**config.mk**
```make
export PLATFORM = sky130hd
export DESIGN_NAME = ins_fetch_unit
export DESIGN_NICKNAME = d
export VERILOG_FILES = /design/src/rtl/mips_pkg.sv /design/src/rtl/ins_fetch_unit.sv
export SDC_FILE = /design/constraint.sdc
export NUM_CORES = 1
export LEC_CHECK = 0
export ABC_AREA = 0
export CAP_MARGIN = 20
export CORE_MARGIN = 4
export CORE_UTILIZATION = 43
export CTS_BUF_LIST = sky130_fd_sc_hd__clkbuf_16
export CTS_CLUSTER_DIAMETER = 200
export DETAILED_ROUTE_END_ITERATION = 6
export PLACE_DENSITY = 0.81
export RECOVER_POWER = 25
export SLEW_MARGIN = 10
export SYNTH_ARGS = -nofsm -noshare
export SYNTH_HDL_FRONTEND = slang
export SYNTH_SLANG_ARGS = --single-unit
export TNS_END_PERCENT = 20
```
**constraint.sdc**
```tcl
create_clock -name clk -period 2.4 [get_ports clk]
set_clock_uncertainty 0.2 [all_clocks]
set_input_delay 0.48 -clock clk [delete_from_list [all_inputs] [get_ports clk]]
set_output_delay 0.48 -clock clk [all_outputs]
set_load 0.01 [all_outputs]
```
**src/rtl/mips_pkg.sv**
```systemverilog
// rtl/mips_pkg.sv - shared fetch-side types and AXI-lite constants
package mips_pkg;

   typedef enum logic [2:0] {
      START = 3'd0,
      ADDR  = 3'd1,
      DATA  = 3'd2,
      HOLD  = 3'd3,
      HALT  = 3'd4
   } fetch_state_t;

   localparam logic [1:0] AXI_RESP_OKAY = 2'b00;
   localparam logic [2:0] AXI_PROT_INS  = 3'b100;
   localparam int         INS_BYTES     = 4;

endpackage

```
**src/rtl/ins_fetch_unit.sv**
```systemverilog
// rtl/ins_fetch_unit.sv - AXI-lite instruction fetch master with redirect handling
module ins_fetch_unit
   import mips_pkg::*;
#(
   parameter int                    DATA_WIDTH = 32,
   parameter int                    ADDR_WIDTH = 14,
   parameter logic [ADDR_WIDTH-1:0] RESET_PC   = '0
) (
   input  logic                    clk,
   input  logic                    rst,
   output logic [ADDR_WIDTH-1:0]   m_araddr,
   output logic [2:0]              m_arprot,
   output logic                    m_arvalid,
   input  logic                    m_arready,
   input  logic [DATA_WIDTH-1:0]   m_rdata,
   input  logic [1:0]              m_rresp,
   input  logic                    m_rvalid,
   output logic                    m_rready,
   output logic                    m_awvalid,
   output logic                    m_wvalid,
   output logic                    m_bready,
   output logic [ADDR_WIDTH-1:0]   m_awaddr,
   output logic [2:0]              m_awprot,
   output logic [DATA_WIDTH-1:0]   m_wdata,
   output logic [DATA_WIDTH/8-1:0] m_wstrb,
   output logic                    ins_valid,
   input  logic                    ins_ready,
   output logic [DATA_WIDTH-1:0]   ins_data,
   output logic [ADDR_WIDTH-1:0]   ins_pc,
   output logic                    ins_err,
   input  logic                    redirect_valid,
   input  logic [ADDR_WIDTH-1:0]   redirect_pc
);

   fetch_state_t          state_q, state_d;
   logic [ADDR_WIDTH-1:0] pc_q, pc_d;
   logic [ADDR_WIDTH-1:0] araddr_q, araddr_d;
   logic                  discard_q, discard_d;
   logic [DATA_WIDTH-1:0] ins_data_q, ins_data_d;
   logic [ADDR_WIDTH-1:0] ins_pc_q, ins_pc_d;
   logic                  ins_err_q, ins_err_d;

   logic [ADDR_WIDTH-1:0] redir_pc;
   logic [ADDR_WIDTH-1:0] pc_inc;

   assign redir_pc = redirect_pc & ~ADDR_WIDTH'(3);
   assign pc_inc   = pc_q + ADDR_WIDTH'(INS_BYTES);

   // araddr is a separate register so a redirect arriving while AR is
   // pending can move pc without disturbing the address on the bus.
   always_comb begin
      state_d    = state_q;
      pc_d       = pc_q;
      araddr_d   = araddr_q;
      discard_d  = discard_q;
      ins_data_d = ins_data_q;
      ins_pc_d   = ins_pc_q;
      ins_err_d  = ins_err_q;
      case (state_q)
         START: begin
            state_d  = ADDR;
            pc_d     = redirect_valid ? redir_pc : pc_q;
            araddr_d = redirect_valid ? redir_pc : pc_q;
         end
         ADDR: begin
            if (redirect_valid) begin
               pc_d      = redir_pc;
               discard_d = 1'b1;
            end
            if (m_arready) state_d = DATA;
         end
         DATA: begin
            if (m_rvalid) begin
               if (discard_q || redirect_valid) begin
                  state_d   = ADDR;
                  discard_d = 1'b0;
                  pc_d      = redirect_valid ? redir_pc : pc_q;
                  araddr_d  = redirect_valid ? redir_pc : pc_q;
               end else begin
                  state_d    = HOLD;
                  ins_data_d = m_rdata;
                  ins_pc_d   = pc_q;
                  ins_err_d  = (m_rresp != AXI_RESP_OKAY);
               end
            end else if (redirect_valid) begin
               pc_d      = redir_pc;
               discard_d = 1'b1;
            end
         end
         HOLD: begin
            if (redirect_valid) begin
               state_d  = ADDR;
               pc_d     = redir_pc;
               araddr_d = redir_pc;
            end else if (ins_ready) begin
               if (ins_err_q) begin
                  state_d = HALT;
               end else begin
                  state_d  = ADDR;
                  pc_d     = pc_inc;
                  araddr_d = pc_inc;
               end
            end
         end
         HALT: begin
            if (redirect_valid) begin
               state_d  = ADDR;
               pc_d     = redir_pc;
               araddr_d = redir_pc;
            end
         end
         default: state_d = START;
      endcase
   end

   always_ff @(posedge clk) begin
      if (rst) begin
         state_q    <= START;
         pc_q       <= RESET_PC;
         araddr_q   <= RESET_PC;
         discard_q  <= 1'b0;
         ins_data_q <= '0;
         ins_pc_q   <= '0;
         ins_err_q  <= 1'b0;
      end else begin
         state_q    <= state_d;
         pc_q       <= pc_d;
         araddr_q   <= araddr_d;
         discard_q  <= discard_d;
         ins_data_q <= ins_data_d;
         ins_pc_q   <= ins_pc_d;
         ins_err_q  <= ins_err_d;
      end
   end

   assign m_araddr  = araddr_q;
   assign m_arprot  = AXI_PROT_INS;
   assign m_arvalid = (state_q == ADDR);
   assign m_rready  = (state_q == DATA);
   assign m_awvalid = 1'b0;
   assign m_wvalid  = 1'b0;
   assign m_bready  = 1'b1;
   assign m_awaddr  = '0;
   assign m_awprot  = '0;
   assign m_wdata   = '0;
   assign m_wstrb   = '0;
   assign ins_valid = (state_q == HOLD);
   assign ins_data  = ins_data_q;
   assign ins_pc    = ins_pc_q;
   assign ins_err   = ins_err_q;

endmodule
```
==> metrics.cfg, run 1 <==
[power]
power_density_nw_per_um2=623.7
power_switching_uw=1075
seq_power_share_pct=40.8
power_uw=3588
vdd_ir_drop_max_mv=0.4348
power.internal_uw=2513
comb_power_share_pct=23.5
switching_share_pct=29.97
leakagePower_uw=0.002145
clkPwrFrac_pct=35.7

[route]
drc=0
ant_nets=0
drt-vias-per-instance=5.160
drtIter0Drc=310
routed_wl_um=12230
first_pass_iters=5
vias=4247
wl_per_cell_um=14.86

[synthesis]
ys_types=55
syn-instance-count=562
synthMuxAreaShare_pct=0.9431
synth_compound_area_share_pct=23.70
yosys.area_share.simple_pct=20.63
yosysSeqAreaShare_pct=37.25
synth_edf_count=0
synth-main-ff-cell=dfxtp_1
yosys-top-cells-area=dfxtp_1 (37%), nand2_1 (11%), buf_4 (10%)
synth_top_area_share_pct=37.25
syn_area_sq_um=4245
synth-adder-area-share_pct=0.2947
syn_avg_cell_area_sq_um=7.554
synth_top_family_by_area=compound AO/OA/AOI/OAI gates
ys_warn_count=0
synth_xor_area_share_pct=1.238
yosysTopAreaCell=dfxtp_1
postSynth.asyncResetShare_pct=0
synth-seq-cells=79
yosysMostFrequentCell=nand2_1
yosys-top-cells-count=nand2_1 (120), dfxtp_1 (79), a21oi_1 (78)

[critical_path]
reg2reg_slack_ns=0.22
reg2reg_depth=6
required_ns=1.72
critPathKind=flop to output port
crit_chain=nand2b_1 > nor2_1 > clkdlybuf4s50_1
r2r_start=pc_q[2]
r2r-end=pc_q[10]
cp-startpoint=state_q[0]
endpoint_kind=output port
critPathArrivalTime_ns=1.62
cpPeakStageDelay_ns=0.57
critPathSlowestCell=clkdlybuf4s50_1
path_max_fanout=11
cp-start-kind=flop

[global_route]
overflow=0
antenna_found_initial=0
grtUsageMet3_pct=6.599
grt_pass1_wl_um=19130
use_met2_pct=35.25
grt.busiest_layer=met2
grt_use_met1_pct=23.25
grt_pass1_vias=4047
grt_max_degree=32
grt_usage_pct=20.59

[finish]
final_area_sq_um=5753
areaGrowthSynthToFinish_pct=35.51
n_fill_cell=911
drive_gt1_share_pct=11.59
nNetsFinal=740
diodes=0
final_cells=823

[clock_tree]
htreeDepth=3
cts_root_buf=clkbuf_16
clockBufferDepth=2
cts_hold_buf=0
clock_latency_ns=0.34
cts.sinks=79
cts_made_buffers=9
postCtsSetupBuffers=0
path_clk_slew_ns=0.06
cts_tree=yes

[sta]
period_needed_ns=2.303
hold_viol=0
setup_viol=0
grt_setup_unrepaired=false
maxSlewViolCount=0
period_share_pct=95.96
relSlewSlack_pct=52.97
worst_slack_ns=0.09686
max_clock_freq_ghz=0.4342
tightest_slew_ns=0.7054
whs_ns=0.2521

[floorplanning]
ios=177
initial_core_util_pct=43.84
rows=36
die_y_um=107.4
core_area_sq_um=9684
die_x_um=107.4
dieArea_sq_um=11530

[placed_design]
place_hpwl_um=8999
place_area_sq_um=5478
io_buffer_count=115
place_congestion=0.9355
dp.cells=806
dp_slack_ns=-0.2643

[hold_path]
holdPathStages=2
hp-class=flop to flop
whs_endpoint=ins_data[12]
min_from=ins_data[12]

[run_status]
run_status=finished clean

[job]
cap_violations=0

-- worst max-delay path: cells and delay by family, from the launching register on --
family | cells | cell delay [ns]
buffers and inverters | 1 | 0.57
and+or+nand+nor | 2 | 0.27
DFF | 1 | 0.44
-- power by group through the flow --
stage / logic [uW] / clock network, uW / registers, uW
after global routing: 919 / 1360 / 1470
after global placement: 815 / 0 / 1480
final: 845 / 1280 / 1460
after CTS: 842 / 1310 / 1460
after detailed placement: 837 / 0 / 1490
after floorplan: 535 / 0 / 1480
-- sequential cells by signal, summed over array words and instances, names as in the netlist --
name and flops:
discard_q 1, ins_data 32, pc_q 14, ins_pc 14
m_araddr 14, ins_err 1, state_q 3
-- cells by family after synthesis --
group                    after synthesis
other                                  2
AND/OR/NAND/NOR                      200
AO/OA/AOI/OAI                        159
adder cells (fa/ha/maj)                1
buffers and inverters                111
flip-flops                            79
multiplexers                           4
XOR/XNOR                               6
-- repair_timing --
item,CTS,global route
endpoints found under the setup margin,3,11
cloned,0,1
resized for setup,2,4
-- layout by cell type (no fill, tap or decap), types with 3 or more instances in the layout --
| cell type | count |
|---|---|
| conb_1 | 59 |
| a21oi_1 | 78 |
| clkbuf_16 | 9 |
| o221ai_1 | 6 |
| a211oi_2 | 3 |
| xnor2_1 | 4 |
| nand3_1 | 10 |
| o21ai_0 | 35 |
| o221a_2 | 4 |
| and2_1 | 6 |
| clkbuf_2 | 3 |
| dfxtp_1 | 78 |
| mux2i_1 | 4 |
| and3_1 | 3 |
| nand2_1 | 120 |
| inv_1 | 6 |
| nor2_1 | 33 |
| dlygate4sd3_1 | 5 |
| nand2b_1 | 5 |
| nor3_1 | 9 |
| a311oi_2 | 3 |
| o31ai_1 | 5 |
| nor4_1 | 3 |
| clkdlybuf4s50_1 | 108 |
| buf_4 | 38 |
-- stage by stage --
stage / util [%] / TNS [ns]
5_1_grt: 59.41 / 0
4_1_cts: 59.51 / 0
3_3_place_gp: 56.56 / -3.247
2_1_floorplan: - / 0
3_5_place_dp: 56.56 / -7.419
6_report: 59.41 / 0
-- cell type report --
cell class              count  area, sq um  share of cell area [%]
multi-input cells         429         2213                   38.47
flip-flops and latches     79         1585                   27.56
repair buffers            158         1476                   25.66
clock buffers               9        225.2                   3.915
well taps                 133        166.4                   2.893
clock inverters             7        56.30                  0.9787
inverters                   8        30.03                  0.5220
-- worst max-delay path by stage --
stage,slack [ns],cells after the start,end
after floorplan,0.41,6,m_araddr[7]
after global placement,-0.19,8,m_araddr[6]
after detailed placement,-0.26,9,pc_q[2]
after CTS,0.04,2,m_rready
after global routing,0.02,3,m_arvalid
final,0.1,3,m_arvalid
-- routing by layer --
metal	vias up	part of all wire, %
li1	2047	-
met5	-	0
met2	221	49
met1	1942	38
met3	37	9.5
met4	0	3.0
Power figures use the tool's default switching activity.
==> run 2: changes to the inputs <==
Settings changed: CORE_UTILIZATION 43 to 47, PLACE_DENSITY 0.81 to 0.87, SETUP_SLACK_MARGIN from default to 0.05.
Clock period 2.4 ns to 2.9 ns, I/O delays scaled along.
==> run 2 against run 1 <==
  * Core utilization is 4.7 points higher
  * Global-route usage grew 1.9 points
  * Sequential power down 16%
  * Die area decreased by 7.9%
  * Largest cell class unchanged
==> metrics.cfg, run 2 (synthesis gave the netlist of run 1 again) <==
[sta]
period_needed_ns=2.620
period_share_pct=90.33
tightest_slew_ns=0.8149  ; +0.1095 ns
maxSlewViolCount=0  ; unchanged
whs_ns=0.2506  ; -0.001531 ns
hold_viol=0  ; unchanged
relSlewSlack_pct=45.10  ; -7.9 points
grt_setup_unrepaired=false
setup_viol=0  ; unchanged
max_clock_freq_ghz=0.3817

[power]
clkPwrFrac_pct=41.5  ; +5.8 points
comb_power_share_pct=19.8  ; -3.7 points
power.internal_uw=2287  ; -9.0%
power_switching_uw=872.1  ; -19%
leakagePower_uw=0.002149  ; +0.18%
power_density_nw_per_um2=562.2  ; -9.9%
vdd_ir_drop_max_mv=0.3133  ; -28%
switching_share_pct=27.60  ; -2.4 points
seq_power_share_pct=38.8  ; -2.0 points

[route]
wl_per_cell_um=15.53  ; +4.6%
routed_wl_um=12060  ; -1.4%
drt-vias-per-instance=5.380  ; +4.3%
first_pass_iters=5  ; unchanged
vias=4175  ; -1.7%
drtIter0Drc=260  ; -16%
ant_nets=0  ; unchanged
drc=0  ; unchanged

[critical_path]
path_max_fanout=11  ; unchanged
endpoint_kind=output port
cp-start-kind=flop
critPathArrivalTime_ns=1.84  ; +0.22 ns
critPathSlowestCell=dfxtp_1
crit_chain=nand2b_1 > nor2_1 > clkdlybuf4s50_1
critPathKind=flop to output port
required_ns=2.12  ; +0.40 ns
cpPeakStageDelay_ns=0.61  ; +0.04 ns

[floorplanning]
initial_core_util_pct=48.44  ; +4.6 points
die_x_um=103.0  ; -4.0%
ios=177  ; unchanged
core_area_sq_um=8763  ; -9.5%
die_y_um=103.0  ; -4.0%
dieArea_sq_um=10620  ; -7.9%
rows=34  ; -5.6%

[clock_tree]
postCtsSetupBuffers=0  ; unchanged
clock_latency_ns=0.33  ; about the same
cts.sinks=79  ; unchanged
clockBufferDepth=2  ; unchanged
htreeDepth=3  ; unchanged
path_clk_slew_ns=0.06  ; about the same
cts_tree=yes
cts_root_buf=clkbuf_16
cts_made_buffers=9  ; unchanged

[finish]
final_common_cell=nand2_1
areaGrowthSynthToFinish_pct=32.36
n_fill_cell=750  ; -18%
mostFrequentLayoutCells=nand2_1 (120), clkdlybuf4s50_1 (83), a21oi_1 (78), dfxtp_1 (78), conb_1 (59)
diodes=0  ; unchanged
largest_reg_flops=32  ; unchanged
drive_gt1_share_pct=8.533  ; -3.1 points
final_area_sq_um=5619  ; -2.3%
nNetsFinal=718  ; -3.0%

[placed_design]
place_hpwl_um=8705  ; -3.3%
place_area_sq_um=5269  ; -3.8%
place_congestion=0.9121  ; -2.5%
io_buffer_count=115  ; unchanged

[job]
cap_violations=0  ; unchanged

[global_route]
antenna_found_initial=0  ; unchanged
grt_pass1_wl_um=19080  ; -0.25%
overflow=0  ; unchanged
grt_pass1_vias=3995  ; -1.3%
grt_usage_pct=22.52  ; +1.9 points
grt_max_degree=48  ; +50%

[hold_path]
hp-class=flop to flop

[run_status]
run_status=finished clean

==> run 2: changes by cell type in the layout (fill, tap and decap cells not counted), sizes merged, moves of 2 or more <==
| cell | delta |
|---|---|
| clkdlybuf4s50 | -25 |
| dlygate4sd3 | +26 |
| clkinvlp | -2 |
| buf | -19 |
| clkbuf | -3 |
| bufinv | +3 |
==> run 2: power by group through the flow <==
stage / Sequential [uW] / Combinational, uW / Clock (uW)
final: 1230 / 624 / 1310
after global routing: 1230 / 687 / 1370
after CTS: 1220 / 630 / 1330
after detailed placement: 1250 / 626 / 0
after global placement: 1250 / 611 / 0
after floorplan: 1220 / 443 / 0
==> run 2: layout make-up <==
class	count	area [sq um]	share of cell area [%]
multi-input cells	429	2213	39.39
flip-flops and latches	79	1583	28.17
repair buffers	136	1313	23.36
clock buffers	9	225.2	4.008
well taps	108	135.1	2.405
clock inverters	7	120.1	2.138
inverters	8	30.03	0.5344
==> run 2: critical path, delay by kind of cell (launching register included) <==
kind	cells	cell delay, ns
flops	1	0.61
buf+inv	1	0.57
simple gates	2	0.33
==> run 2: per-stage QoR <==
stage | cells | power (uW) | setup TNS, ns | util (%) | setup WS [ns]
after floorplan | 619 | 1665 | 0 | - | 0.8110
after global placement | 759 | 1857 | 0 | 60.12 | 0.03094
after detailed placement | 759 | 1874 | -0.01554 | 60.12 | -0.01554
after CTS | 775 | 3183 | 0 | 64.06 | 0.1716
after global routing | 776 | 3295 | 0 | 64.12 | 0.1949
final | 776 | 3159 | 0 | 64.12 | 0.2804
==> run 2: path summary, 6_finish.rpt <==
check	from	cells after the start	slack [ns]	endpoint
worst max-delay path	state_q[0]	3	0.28	m_arvalid
worst min register to register	ins_pc[0]	2	0.25	ins_pc[0]
worst max register to register	state_q[0]	6	0.39	pc_q[11]
worst min-delay path	ins_pc[0]	2	0.25	ins_pc[0]
==> run 2: routing by layer <==
| layer | track usage [%] | up-vias | routed length [um] |
|---|---|---|---|
| li1 | - | 2012 | - |
| met1 | 25.87 | 1924 | 4787 |
| met2 | 39.86 | 208 | 5906 |
| met3 | 5.413 | 31 | 1062 |
| met4 | 9.263 | 0 | 299 |
| met5 | 0 | - | 0 |
==> run 2: what timing repair did <==
item | in CTS | in global routing
hold buffers | 0 | 0
setup endpoints to repair | 0 | 1
gates resized for setup | 0 | 1
==> run 3: changes to the inputs <==
Settings changed: CORE_MARGIN 4 to 5.
==> run 3 against run 2 <==
  * First-iteration DRC count up 32%
  * Via count is 1.4% lower
  * Core utilization shrank 0.36 points
  * Worst setup slack lost 0.012 ns
  * Sequential share of layout area increased by 0.16 points
  * Register-to-register slack improved by 0.04 ns
  * Critical path depth stayed put
  * Cell area fell by 0.56%
  * Combinational power about the same
  * Sequential power is essentially flat
  * Hold slack worse by 0.0028 ns
  * Cell count fell by 0.39%
==> metrics.cfg, run 3 (synthesis gave the netlist of run 1 again) <==
[route]
wl_per_cell_um=15.36  ; -1.1%
ant_nets=0  ; unchanged
vias=4118  ; -1.4%
routed_wl_um=11870  ; -1.5%
first_pass_iters=5  ; unchanged
drt-vias-per-instance=5.327  ; -0.98%
drc=0  ; unchanged
drtIter0Drc=343  ; +32%

[floorplanning]
core_area_sq_um=8763  ; unchanged
initial_core_util_pct=48.44  ; unchanged
die_x_um=105.0  ; +1.9%
die_y_um=105.0  ; +1.9%
dieArea_sq_um=11030  ; +3.9%
rows=34  ; unchanged
ios=177  ; unchanged

[critical_path]
path_max_fanout=13  ; +2
required_ns=2.12  ; about the same
cp-start-kind=flop
critPathKind=flop to output port
critPathArrivalTime_ns=1.85  ; about the same
endpoint_kind=output port

[sta]
grt_setup_unrepaired=false
max_clock_freq_ghz=0.3800  ; -0.45%
setup_viol=0  ; unchanged
period_share_pct=90.74  ; +0.41 points
relSlewSlack_pct=35.75  ; -9.3 points
tightest_slew_ns=0.9537  ; +0.1387 ns
maxSlewViolCount=0  ; unchanged
period_needed_ns=2.631  ; +0.01182 ns
hold_viol=0  ; unchanged

[clock_tree]
cts.sinks=79  ; unchanged
ctsResizeCount=0  ; unchanged
cts_tree=yes
clockBufferDepth=2  ; unchanged
path_clk_slew_ns=0.06  ; about the same
postCtsSetupBuffers=0  ; unchanged
htreeDepth=3  ; unchanged
clock_latency_ns=0.33  ; about the same
cts_made_buffers=9  ; unchanged
cts_root_buf=clkbuf_16
cts_hold_buf=0  ; unchanged

[global_route]
grt_pass1_vias=3978  ; -0.43%
antenna_found_initial=0  ; unchanged
grt_pass1_wl_um=19090  ; about the same
grt_max_degree=48  ; unchanged
grt_usage_pct=20.49  ; -2.0 points
overflow=0  ; unchanged

[job]
cap_violations=0  ; unchanged

[finish]
largest_reg_flops=32  ; unchanged
nNetsFinal=716  ; -0.28%
areaGrowthSynthToFinish_pct=31.62
post-route-util_pct=63.76  ; -0.36 points
final_common_cell=nand2_1
diodes=0  ; unchanged
drive_gt1_share_pct=8.571  ; +0.038 points
mostFrequentLayoutCells=nand2_1 (120), clkdlybuf4s50_1 (82), a21oi_1 (78), dfxtp_1 (78), conb_1 (59)
n_fill_cell=790  ; +5.3%

[placed_design]
place_congestion=0.9197  ; +0.83%
io_buffer_count=115  ; unchanged
place_hpwl_um=8600  ; -1.2%

[hold_path]
hp-class=flop to flop

[power]
power_density_nw_per_um2=543.4  ; -3.4%
power_uw=3036  ; -3.9%
leakagePower_uw=0.002126  ; -1.1%
vdd_ir_drop_max_mv=0.3155  ; +0.73%

[run_status]
run_status=finished clean

## run 3: path summary, 6_finish.rpt
kind / from / endpoint / slack [ns] / cells past startpoint
hold / removal: ins_data[20] / ins_data[20] / 0.25 / 2
setup reg to reg: state_q[0] / pc_q[11] / 0.43 / 5
hold reg to reg: ins_data[20] / ins_data[20] / 0.25 / 2
setup / recovery: state_q[0] / m_arvalid / 0.27 / 3
## run 3: stage by stage
step	hold slack (ns)	instance area [sq um]	cells	setup TNS, ns	setup WS [ns]
2_1_floorplan	0.2405	4459	619	0	0.8110
3_3_place_gp	0.2411	5268	757	-0.08572	-0.06029
3_5_place_dp	0.2467	5268	757	-0.6265	-0.1861
4_1_cts	0.2551	5579	772	0	0.1495
5_1_grt	0.2703	5588	773	0	0.1332
6_report	0.2478	5588	773	0	0.2686
## run 3: cell type report
cell class	count	area, sq um	area share (%)
Timing Repair Buffer	134	1314	23.51
Multi-Input combinational cell	429	2215	39.63
Inverter	8	30.03	0.5374
Clock inverter	6	86.33	1.545
Clock buffer	9	225.2	4.030
Tap cell	108	135.1	2.418
Sequential cell	79	1583	28.33
## run 3: routing by layer
layer,GRT usage [%],share of wire (%),up-vias
met1,24.11,38,1901
met4,7.032,1.8,0
met2,35.66,49,199
li1,-,-,1996
met5,0,0,-
met3,5.734,10,22
## run 3: worst max-delay path: stages, from the launching register on
cell and delay, ns:
dfxtp_1 0.63, nand2b_1 0.18, nor2_1 0.15, clkdlybuf4s50_1 0.57
## run 3: power breakdown
group / switching, uW / internal, uW / leakage, uW
Sequential: 78.3 / 1150 / 0.000643
Clock: 436 / 747 / 0.000151
Combinational: 330 / 295 / 0.00133
Total: 845 / 2190 / 0.00213
